`src/rtl/decode_pkg.sv`:
```
// Shared decode definitions: uop layout, ALU opcodes, instruction opcode/funct encodings.
package decode_pkg;

    localparam int ALUOP_W = 9;
    localparam int UOP_W   = ALUOP_W + 1 + 1 + 5 + 5 + 5 + 32;

    localparam int IMM_LSB       = 0;
    localparam int RDST_LSB      = 32;
    localparam int SRC2_LSB      = 37;
    localparam int SRC1_LSB      = 42;
    localparam int INSTVALID_BIT = 47;
    localparam int REGW_BIT      = 48;
    localparam int ALUOP_LSB     = 49;

    localparam logic [ALUOP_W-1:0] ALU_ADD   = 9'h001;
    localparam logic [ALUOP_W-1:0] ALU_SUB   = 9'h002;
    localparam logic [ALUOP_W-1:0] ALU_AND   = 9'h004;
    localparam logic [ALUOP_W-1:0] ALU_OR    = 9'h008;
    localparam logic [ALUOP_W-1:0] ALU_XOR   = 9'h010;
    localparam logic [ALUOP_W-1:0] ALU_SLT   = 9'h020;
    localparam logic [ALUOP_W-1:0] ALU_LUI   = 9'h040;
    localparam logic [ALUOP_W-1:0] ALU_LOAD  = 9'h080;
    localparam logic [ALUOP_W-1:0] ALU_STORE = 9'h100;

    localparam logic [5:0] OP_RTYPE = 6'h00;
    localparam logic [5:0] OP_BEQ   = 6'h04;
    localparam logic [5:0] OP_ADDI  = 6'h08;
    localparam logic [5:0] OP_SLTI  = 6'h0A;
    localparam logic [5:0] OP_ANDI  = 6'h0C;
    localparam logic [5:0] OP_ORI   = 6'h0D;
    localparam logic [5:0] OP_XORI  = 6'h0E;
    localparam logic [5:0] OP_LUI   = 6'h0F;
    localparam logic [5:0] OP_LW    = 6'h23;
    localparam logic [5:0] OP_SW    = 6'h2B;

    localparam logic [5:0] F_ADD = 6'h20;
    localparam logic [5:0] F_SUB = 6'h22;
    localparam logic [5:0] F_AND = 6'h24;
    localparam logic [5:0] F_OR  = 6'h25;
    localparam logic [5:0] F_XOR = 6'h26;
    localparam logic [5:0] F_SLT = 6'h2A;

    typedef struct packed {
        logic [ALUOP_W-1:0] aluop;
        logic               regw;
        logic               instvalid;
        logic [4:0]         src1;
        logic [4:0]         src2;
        logic [4:0]         rdst;
        logic [31:0]        imm;
    } uop_t;

    function automatic logic [31:0] sign_ext16(input logic [15:0] v);
        return {{16{v[15]}}, v};
    endfunction

    function automatic logic [31:0] zero_ext16(input logic [15:0] v);
        return {16'h0000, v};
    endfunction

endpackage

```
`src/rtl/decode_slot.sv`:
```
// Combinational decode of one 32-bit instruction into a uop; unknown encodings decode to all-zero.
module decode_slot
    import decode_pkg::*;
(
    input  logic [31:0] inst,
    output uop_t        uop
);

    logic [5:0]  opcode;
    logic [4:0]  rs;
    logic [4:0]  rt;
    logic [4:0]  rd;
    logic [4:0]  shamt;
    logic [5:0]  funct;
    logic [15:0] imm16;

    assign opcode = inst[31:26];
    assign rs     = inst[25:21];
    assign rt     = inst[20:16];
    assign rd     = inst[15:11];
    assign shamt  = inst[10:6];
    assign funct  = inst[5:0];
    assign imm16  = inst[15:0];

    always_comb begin
        uop = '0;
        case (opcode)
            OP_RTYPE: begin
                uop.src1      = rs;
                uop.src2      = rt;
                uop.rdst      = rd;
                uop.regw      = 1'b1;
                uop.instvalid = (shamt == 5'd0);
                case (funct)
                    F_ADD:   uop.aluop = ALU_ADD;
                    F_SUB:   uop.aluop = ALU_SUB;
                    F_AND:   uop.aluop = ALU_AND;
                    F_OR:    uop.aluop = ALU_OR;
                    F_XOR:   uop.aluop = ALU_XOR;
                    F_SLT:   uop.aluop = ALU_SLT;
                    default: uop.instvalid = 1'b0;
                endcase
            end
            OP_ADDI, OP_SLTI, OP_LW: begin
                uop.aluop     = (opcode == OP_ADDI) ? ALU_ADD :
                                (opcode == OP_SLTI) ? ALU_SLT : ALU_LOAD;
                uop.src1      = rs;
                uop.rdst      = rt;
                uop.imm       = sign_ext16(imm16);
                uop.regw      = 1'b1;
                uop.instvalid = 1'b1;
            end
            OP_ANDI, OP_ORI, OP_XORI: begin
                uop.aluop     = (opcode == OP_ANDI) ? ALU_AND :
                                (opcode == OP_ORI)  ? ALU_OR  : ALU_XOR;
                uop.src1      = rs;
                uop.rdst      = rt;
                uop.imm       = zero_ext16(imm16);
                uop.regw      = 1'b1;
                uop.instvalid = 1'b1;
            end
            OP_LUI: begin
                uop.aluop     = ALU_LUI;
                uop.rdst      = rt;
                uop.imm       = {imm16, 16'h0000};
                uop.regw      = 1'b1;
                uop.instvalid = 1'b1;
            end
            // Stores and branches read both registers and write none.
            OP_SW, OP_BEQ: begin
                uop.aluop     = (opcode == OP_SW) ? ALU_STORE : ALU_SUB;
                uop.src1      = rs;
                uop.src2      = rt;
                uop.imm       = sign_ext16(imm16);
                uop.instvalid = 1'b1;
            end
            default: ;
        endcase
        if (!uop.instvalid)
            uop = '0;
    end

endmodule

```
`src/rtl/decode_queue.sv`:
```
// ISSUE_W-wide decode stage feeding a DEPTH-entry bundle FIFO with flush.
// Optional intra-bundle RAW hazard flags are built when DEC_HAZARD_EN is defined.
module decode_queue
    import decode_pkg::*;
#(
    parameter int ISSUE_W = 2,
    parameter int DEPTH   = 4
) (
    input  logic                        clk,
    input  logic                        rst_n,
    input  logic                        flush,
    input  logic                        in_valid,
    output logic                        in_ready,
    input  logic [ISSUE_W-1:0]          in_lane_v,
    input  logic [32*ISSUE_W-1:0]       in_inst,
    output logic                        out_valid,
    input  logic                        out_ready,
    output logic [ISSUE_W-1:0]          out_lane_v,
    output logic [UOP_W*ISSUE_W-1:0]    out_uop,
    output logic [ISSUE_W-1:0]          out_hazard,
    output logic [$clog2(DEPTH+1)-1:0]  occupancy
);

    localparam int PTR_W = $clog2(DEPTH);
    localparam int CNT_W = $clog2(DEPTH+1);
    localparam int BUS_W = UOP_W * ISSUE_W;

    logic [PTR_W-1:0] wr_ptr, rd_ptr;
    logic [CNT_W-1:0] count;
    logic             push, pop;

    uop_t             dec_uop  [ISSUE_W];
    uop_t             slot_uop [ISSUE_W];
    logic [BUS_W-1:0] wr_bus;
    logic [BUS_W-1:0]   uop_mem  [DEPTH];
    logic [ISSUE_W-1:0] lane_mem [DEPTH];

    for (genvar g = 0; g < ISSUE_W; g++) begin : g_slot
        decode_slot u_slot (
            .inst (in_inst[32*g +: 32]),
            .uop  (dec_uop[g])
        );
    end

    always_comb begin
        wr_bus = '0;
        for (int i = 0; i < ISSUE_W; i++) begin
            slot_uop[i] = in_lane_v[i] ? dec_uop[i] : '0;
            wr_bus[UOP_W*i +: UOP_W] = slot_uop[i];
        end
    end

    // Handshake: a bundle moves when valid and ready are both high at a rising edge.
    // in_ready depends only on fullness, never on out_ready; flush overrides both sides.
    assign in_ready  = (count < CNT_W'(DEPTH)) & rst_n;
    assign out_valid = (count != '0) & rst_n;
    assign push      = in_valid & in_ready & ~flush;
    assign pop       = out_valid & out_ready & ~flush;
    assign occupancy = count;

    always_ff @(posedge clk) begin
        if (!rst_n || flush) begin
            count  <= '0;
            wr_ptr <= '0;
            rd_ptr <= '0;
        end else begin
            if (push)
                wr_ptr <= wr_ptr + 1'b1;
            if (pop)
                rd_ptr <= rd_ptr + 1'b1;
            if (push && !pop)
                count <= count + 1'b1;
            else if (pop && !push)
                count <= count - 1'b1;
        end
    end

    always_ff @(posedge clk) begin
        if (push) begin
            uop_mem[wr_ptr]  <= wr_bus;
            lane_mem[wr_ptr] <= in_lane_v;
        end
    end

    assign out_uop    = out_valid ? uop_mem[rd_ptr]  : '0;
    assign out_lane_v = out_valid ? lane_mem[rd_ptr] : '0;

`ifdef DEC_HAZARD_EN
    logic [ISSUE_W-1:0] haz_in;
    logic [ISSUE_W-1:0] haz_mem [DEPTH];

    // Invalid lanes were zeroed above, so they never produce or trigger a hazard.
    always_comb begin
        haz_in = '0;
        for (int i = 1; i < ISSUE_W; i++) begin
            for (int j = 0; j < i; j++) begin
                if (slot_uop[j].regw && (slot_uop[j].rdst != 5'd0) &&
                    ((slot_uop[i].src1 == slot_uop[j].rdst) ||
                     (slot_uop[i].src2 == slot_uop[j].rdst)))
                    haz_in[i] = 1'b1;
            end
        end
    end

    always_ff @(posedge clk) begin
        if (push)
            haz_mem[wr_ptr] <= haz_in;
    end

    assign out_hazard = out_valid ? haz_mem[rd_ptr] : '0;
`else
    assign out_hazard = '0;
`endif

endmodule

```
`config.mk`:
```
export PLATFORM = sky130hd
export DESIGN_NAME = decode_queue
export DESIGN_NICKNAME = d
export VERILOG_FILES = /design/src/rtl/decode_pkg.sv /design/src/rtl/decode_slot.sv /design/src/rtl/decode_queue.sv
export SDC_FILE = /design/constraint.sdc
export NUM_CORES = 1
export LEC_CHECK = 0
export BUFFER_PORTS_ARGS = -buffer_cell sky130_fd_sc_hd__buf_2
export CELL_PAD_IN_SITES_DETAIL_PLACEMENT = 1
export CELL_PAD_IN_SITES_GLOBAL_PLACEMENT = 1
export CORE_ASPECT_RATIO = 1.5
export CORE_MARGIN = 1
export CORE_UTILIZATION = 40
export CTS_CLUSTER_SIZE = 12
export DETAILED_ROUTE_END_ITERATION = 6
export PLACE_DENSITY_LB_ADDON = 0.1
export SYNTH_ARGS = -nofsm -noshare
export SYNTH_HDL_FRONTEND = slang
export SYNTH_SLANG_ARGS = --single-unit
```
`constraint.sdc`:
```
create_clock -name clk -period 5.7 [get_ports clk]
set_clock_uncertainty 0.2 [all_clocks]
set_input_delay 0.57 -clock clk [delete_from_list [all_inputs] [get_ports clk]]
set_output_delay 0.57 -clock clk [all_outputs]
set_load 0.05 [all_outputs]
```
# Word-level counts from Yosys, hierarchy flattened
# Memories as Yosys holds them, arrays and structs flattened. A register that Yosys moved wholly into a read port is not among the register bits.
# Cells that the tools add are included.
[op_classes]
n_mux = 42
n_bitwise = 7
order_cmp = 1
eq_ne = 30
n_reduce_logical = 32
add_sub_neg = 4
[op_table]
columns = ["cell", "count"]
rows = [
  ["58-bit 2-to-1 mux", 4],
  ["32-bit one-hot mux with 3 select lines", 2],
  ["116-bit 2-to-1 mux", 1],
  ["6-bit equality test (second input constant)", 16],
  ["9-bit one-hot mux with 5 select lines", 2],
  ["6-bit by 4-bit equality test with 1-bit output (second input constant)", 12],
  ["6-bit one-hot mux with 6 select lines", 2],
  ["9-bit 2-to-1 mux", 6],
  ["9-bit OR reduction", 4],
  ["5-bit 2-to-1 mux", 6],
  ["5-bit one-hot mux with 2 select lines", 2],
  ["3-bit OR reduction", 6],
  ["8-bit 2-to-1 mux", 2],
  ["8-bit OR reduction", 2],
  ["7-bit OR reduction", 2],
  ["6-bit by 3-bit equality test with 1-bit output (second input constant)", 2],
  ["6-bit logical NOT", 2],
  ["6-bit OR reduction", 2],
  ["5-bit logical NOT", 2],
  ["2-bit 2-to-1 mux", 5],
  ["5-bit OR reduction", 2],
  ["1-bit bitwise AND", 6],
  ["1-bit 2-to-1 mux", 6],
  ["3-bit 2-to-1 mux", 2],
  ["other kinds (12)", 18],
]
[totals]
elab_cells = 121
in_bits = 71
mem_bits_rw = 472
mem_count = 2
regBits = 7
out_inout_bits = 125
[memory_table]
columns = ["name", "depth", "width", "read_ports", "rd_ports_with_merged_regs", "wr", "line", "source"]
rows = [
  ["uop_mem", 4, 116, 1, 1, 1, "decode_queue.sv:35", "logic [BUS_W-1:0] uop_mem [DEPTH];"],
  ["lane_mem", 4, 2, 1, 1, 1, "decode_queue.sv:36", "logic [ISSUE_W-1:0] lane_mem [DEPTH];"],
]

# Logic depth before layout (Yosys ltp)
[depth]
word_depth = 8
ltp_mapped = 9
depth_no_buf = 9

# By module
# From an unflattened synthesis, not the netlist that was laid out.
[unflattened]
hier_cells = 1227
area_unflattened_um2 = 21085.2
[by_module_without_submodules]
columns = ["mod", "instances", "area_per_inst_um2", "cells_each", "seq_area_each_um2"]
rows = [
  ["decode_queue", 1, 19038.3, 929, 14353.8],
  ["decode_slot", 2, 1023.5, 149, 0.0],
]

# Worst setup path after synthesis
# No wires, ideal clock.
[synth_timing]
path_kind = "input-to-reg"
startpoint = "input in_valid"
endpoint = "memory lane_mem[0][0] (enable)"
setup_slack_ns = 1.303
n_path_buf = 1
cell_stages = 3
setup_time_ns = 0.491
arrival_time_ns = 3.706
t_required_ns = 5.009
path_cell_list = "nor2b_1 > clkbuf_1 > and3_1"
[synth_between]
elab_chain_cells = 4
[synth_lines]
columns = ["item", "line", "source"]
rows = [
  ["start: declaration", "decode_queue.sv:12", "input logic in_valid,"],
  ["1-bit bitwise AND (2 in series)", "decode_queue.sv:57", "assign push = in_valid & in_ready & ~flush;"],
  ["1-bit 2-to-1 mux", "decode_queue.sv:79", "if (push) begin"],
  ["1-bit 2-to-1 mux (not written as such)", "decode_queue.sv:81", "lane_mem[wr_ptr] <= in_lane_v;"],
  ["end: declaration", "decode_queue.sv:36", ""],
]
# Every way passes these cells.

==> impl_results.md <==
- Synthesized area: 20,000 µm²
- Endpoint type of the worst setup path: output pin
- Non-Filler Instances: about 2,000
- Core Region: about 50,000 µm²
- Final min period: 3.61 ns
- # DRC: 0
- Die height: 276 µm
- Max-cap check violation count: 0
- Hold Crit Class: in -> reg
- Resize count post-CTS: 0
- Max VDD drop: between 200 and 250 µV
- Worst-margin pin slew: about 1.3 ns
- Post-route clock period utilization: 63.3%
- Hpwl dp: 31,400 µm
- Post-synth EDFFs: 472
- FF+latch count, synth: between 400 and 500
- Hold WS: about 0.12 ns
- Crit start category: flop
- Clock slew seen by the registers of the worst setup and hold paths: 0.06 ns
- # setup viols final: 0
- Antenna Nets Post-Route: 0
- Post-CTS Setup Repair Bufs: 0
- Clock buffer depth: 3
- WL/cell: between 20 and 30 µm
- Vias: 10,925
- Synth top area cells: edfxtp_1 71%, mux4_2 13%, and3_1 5.3%
- Place WS: 2.32 ns
- Worst R2R End: occupancy[2]
- CTS Root Cell: clkbuf_16
- Initial Utilization: ~40%
- Port Buf Inserts: about 190
- Ys Warns: 0
- Pwr Density: 302 nW/µm²
- CP Max Fanout: between 60 and 70
- Largest net degree at the start of global routing: 83
- R2R Path Start: occupancy[0]
- DIE AREA: slightly above 50,000 µm²
- Total GRT Usage: between 20% and 30%
- IO Count: roughly 200
- Global-route wire length before repair: between 70,000 and 80,000 µm
- Crit-path max cell delay: 0.90 ns
- Layout cells sized above 1: between 30% and 40%
- Share of synthesized flip-flops with an asynchronous set or reset: 0%
- Initial antenna violation count: 0
- Max Slew Vio Count: 0
- RSZ-0062 raised after global routing: false
- Crit path cell chain: buf_12 > mux4_2 > and3_1 > buf_2
- H-tree Lvls: 2
- Synth top cells by count: 472 x edfxtp_1, 168 x and3_1, 118 x mux4_2
- Synth Flop Type: edfxtp_1
- DR vias/cell: ~5.5
- Layout Nets: approximately 1,400
- Clk sinks: ~480
- CTS Buf Count: 47
- Crit-path slowest cell: dfxtp_4
- Most common cell in the netlist: edfxtp_1
- Arrival @ worst endpoint: about 2.8 ns
- Leakage power: 0.00872 µW
- Setup_tns: 0 ns
- Crit Path Class: reg -> out
- Top-area cell type share of the netlist area: 70.9%
- Sequential element share of the synthesized area: a little under three quarters
- Total power: between 6000 and 7000 µW
- Die width: approximately 180 µm
- First-pass DRT Iterations: 5
- Critical path endpoint: out_uop[61]
- Vias in the first global route: about 12,000
- Synth area leader: edfxtp_1
- GPL Wtd Cong: 0.812
- Status: complete, no violations
- Antenna diodes: 0
- Synth unique cells: 50
- Min-delay src: in_lane_v[1]
- Slew HR: under 10%
- Synthesis-to-layout area growth: 15.1%
- Path depth of the worst reg2reg path: 9
- First DRT Iteration DRCs: 623
- CTS tree: yes
- Final hold violation count: 0
- Routed WL: about 50,000 µm
- Fmax: 0.277 GHz
- Grt ovf: 0
- # hold bufs at CTS: 0
- Placed Cells: 1,912
- Cells after synthesis: approximately 1,100
- Num rows: 100
- Mean post-synth cell area: 17.8 µm²
- Worst reg2reg setup slack: between 2 and 3 ns
- Worst setup margin: about 2.1 ns
- Clock Latency Late Sink: around 0.54 ns
- Worst EP required: between 4 and 5 ns
area by class of cell:
class	count	area [µm²]
fillers	4720	26400
flip-flops and latches	481	14400
multi-input cells	544	5240
clock buffers	64	1310
repair buffers	212	1190
well taps	663	830
inverters	12	46.3
clock inverters	4	41.3
where the power goes:
group | switching [µW] | total, µW | leakage [µW] | internal [µW]
Combinational | 186 | 253 | 0.00313 | 66.4
Sequential | 5.42 | 3860 | 0.00493 | 3860
Clock | 1220 | 2840 | 0.000658 | 1630
worst min path at each step:
stage                                end  cells after the start
after global routing      lane_mem[0][1]                      1
after CTS                 lane_mem[0][1]                      1
after global placement              flop                      2
after floorplan                     flop                      2
after detailed placement            flop                      2
final                     lane_mem[0][1]                      1
logic make-up (layout without fill, tap and decap cells):
| group | after synthesis | count (layout) | share of synthesized area [%] |
|---|---|---|---|
| and+or+nand+nor | 324 | 324 | 9.38 |
| other | 1 | 2 | 0.0188 |
| AOI/OAI and AO/OA | 88 | 88 | 2.69 |
| adders and majority gates | 6 | 6 | 0.413 |
| xor gates and xnor gates | 5 | 5 | 0.219 |
| buffers and inverters | 97 | 292 | 2.12 |
| DFF | 481 | 481 | 71.8 |
| muxes | 119 | 119 | 13.3 |
metrics by stage:
stage	utilization, %	cell area, µm²
after global routing	46.6	23000
after floorplan	-	20000
after CTS	46.6	23000
after detailed placement	43.8	21700
after global placement	43.8	21700
final	46.6	23000
critical path: cells and delay by family (launching register included):
| family | cells | cell delay [ns] |
|---|---|---|
| buffers and inverters | 2 | 0.69 |
| flip-flops | 1 | 0.90 |
| multiplexers | 1 | 0.43 |
| AND/OR/NAND/NOR | 1 | 0.21 |
per-layer routing:
layer | routed length (µm) | track usage, % | up-vias
met3 | 1710 | 2.44 | 57
met5 | 0 | 0 | -
met2 | 27100 | 37.4 | 247
met4 | 870 | 4.85 | 0
met1 | 20300 | 24.4 | 5766
li1 | - | - | 4855
layout by cell type (no fill, tap or decap), types with 3 or more instances in the layout:
cell       Yosys  layout
and3_4         0       4
xor2_1         3       3
nor2_1        48      48
nor3b_1        4       4
clkbuf_8       0       3
nor4_1         3       3
o21ai_0       12      12
clkbuf_16      0      49
nand4b_1       4       4
nor3_1        10      10
o21a_1         3       3
clkinv_1       0       3
and3_1       168     164
buf_2         23     192
clkbuf_1      55      12
edfxtp_1     472     472
nand3b_1       4       4
nand2b_1       6       6
ha_1           5       5
inv_1         11      11
buf_12         0       6
and2_1         4       4
nor2b_1       11      11
nand2_1       37      37
a32oi_1       11      11
a21oi_1       49      49
a31oi_1        3       3
dfxtp_1        9       7
nor4b_1       11      11
mux4_2       118     118
buf_4          2      14
registers in the layout (all words and copies together) (netlist names), named ones only:
register	cells
wr_ptr	2
occupancy	3
uop_mem	464
lane_mem	8
rd_ptr	2
Note: power is estimated with default switching activity, not from simulation.
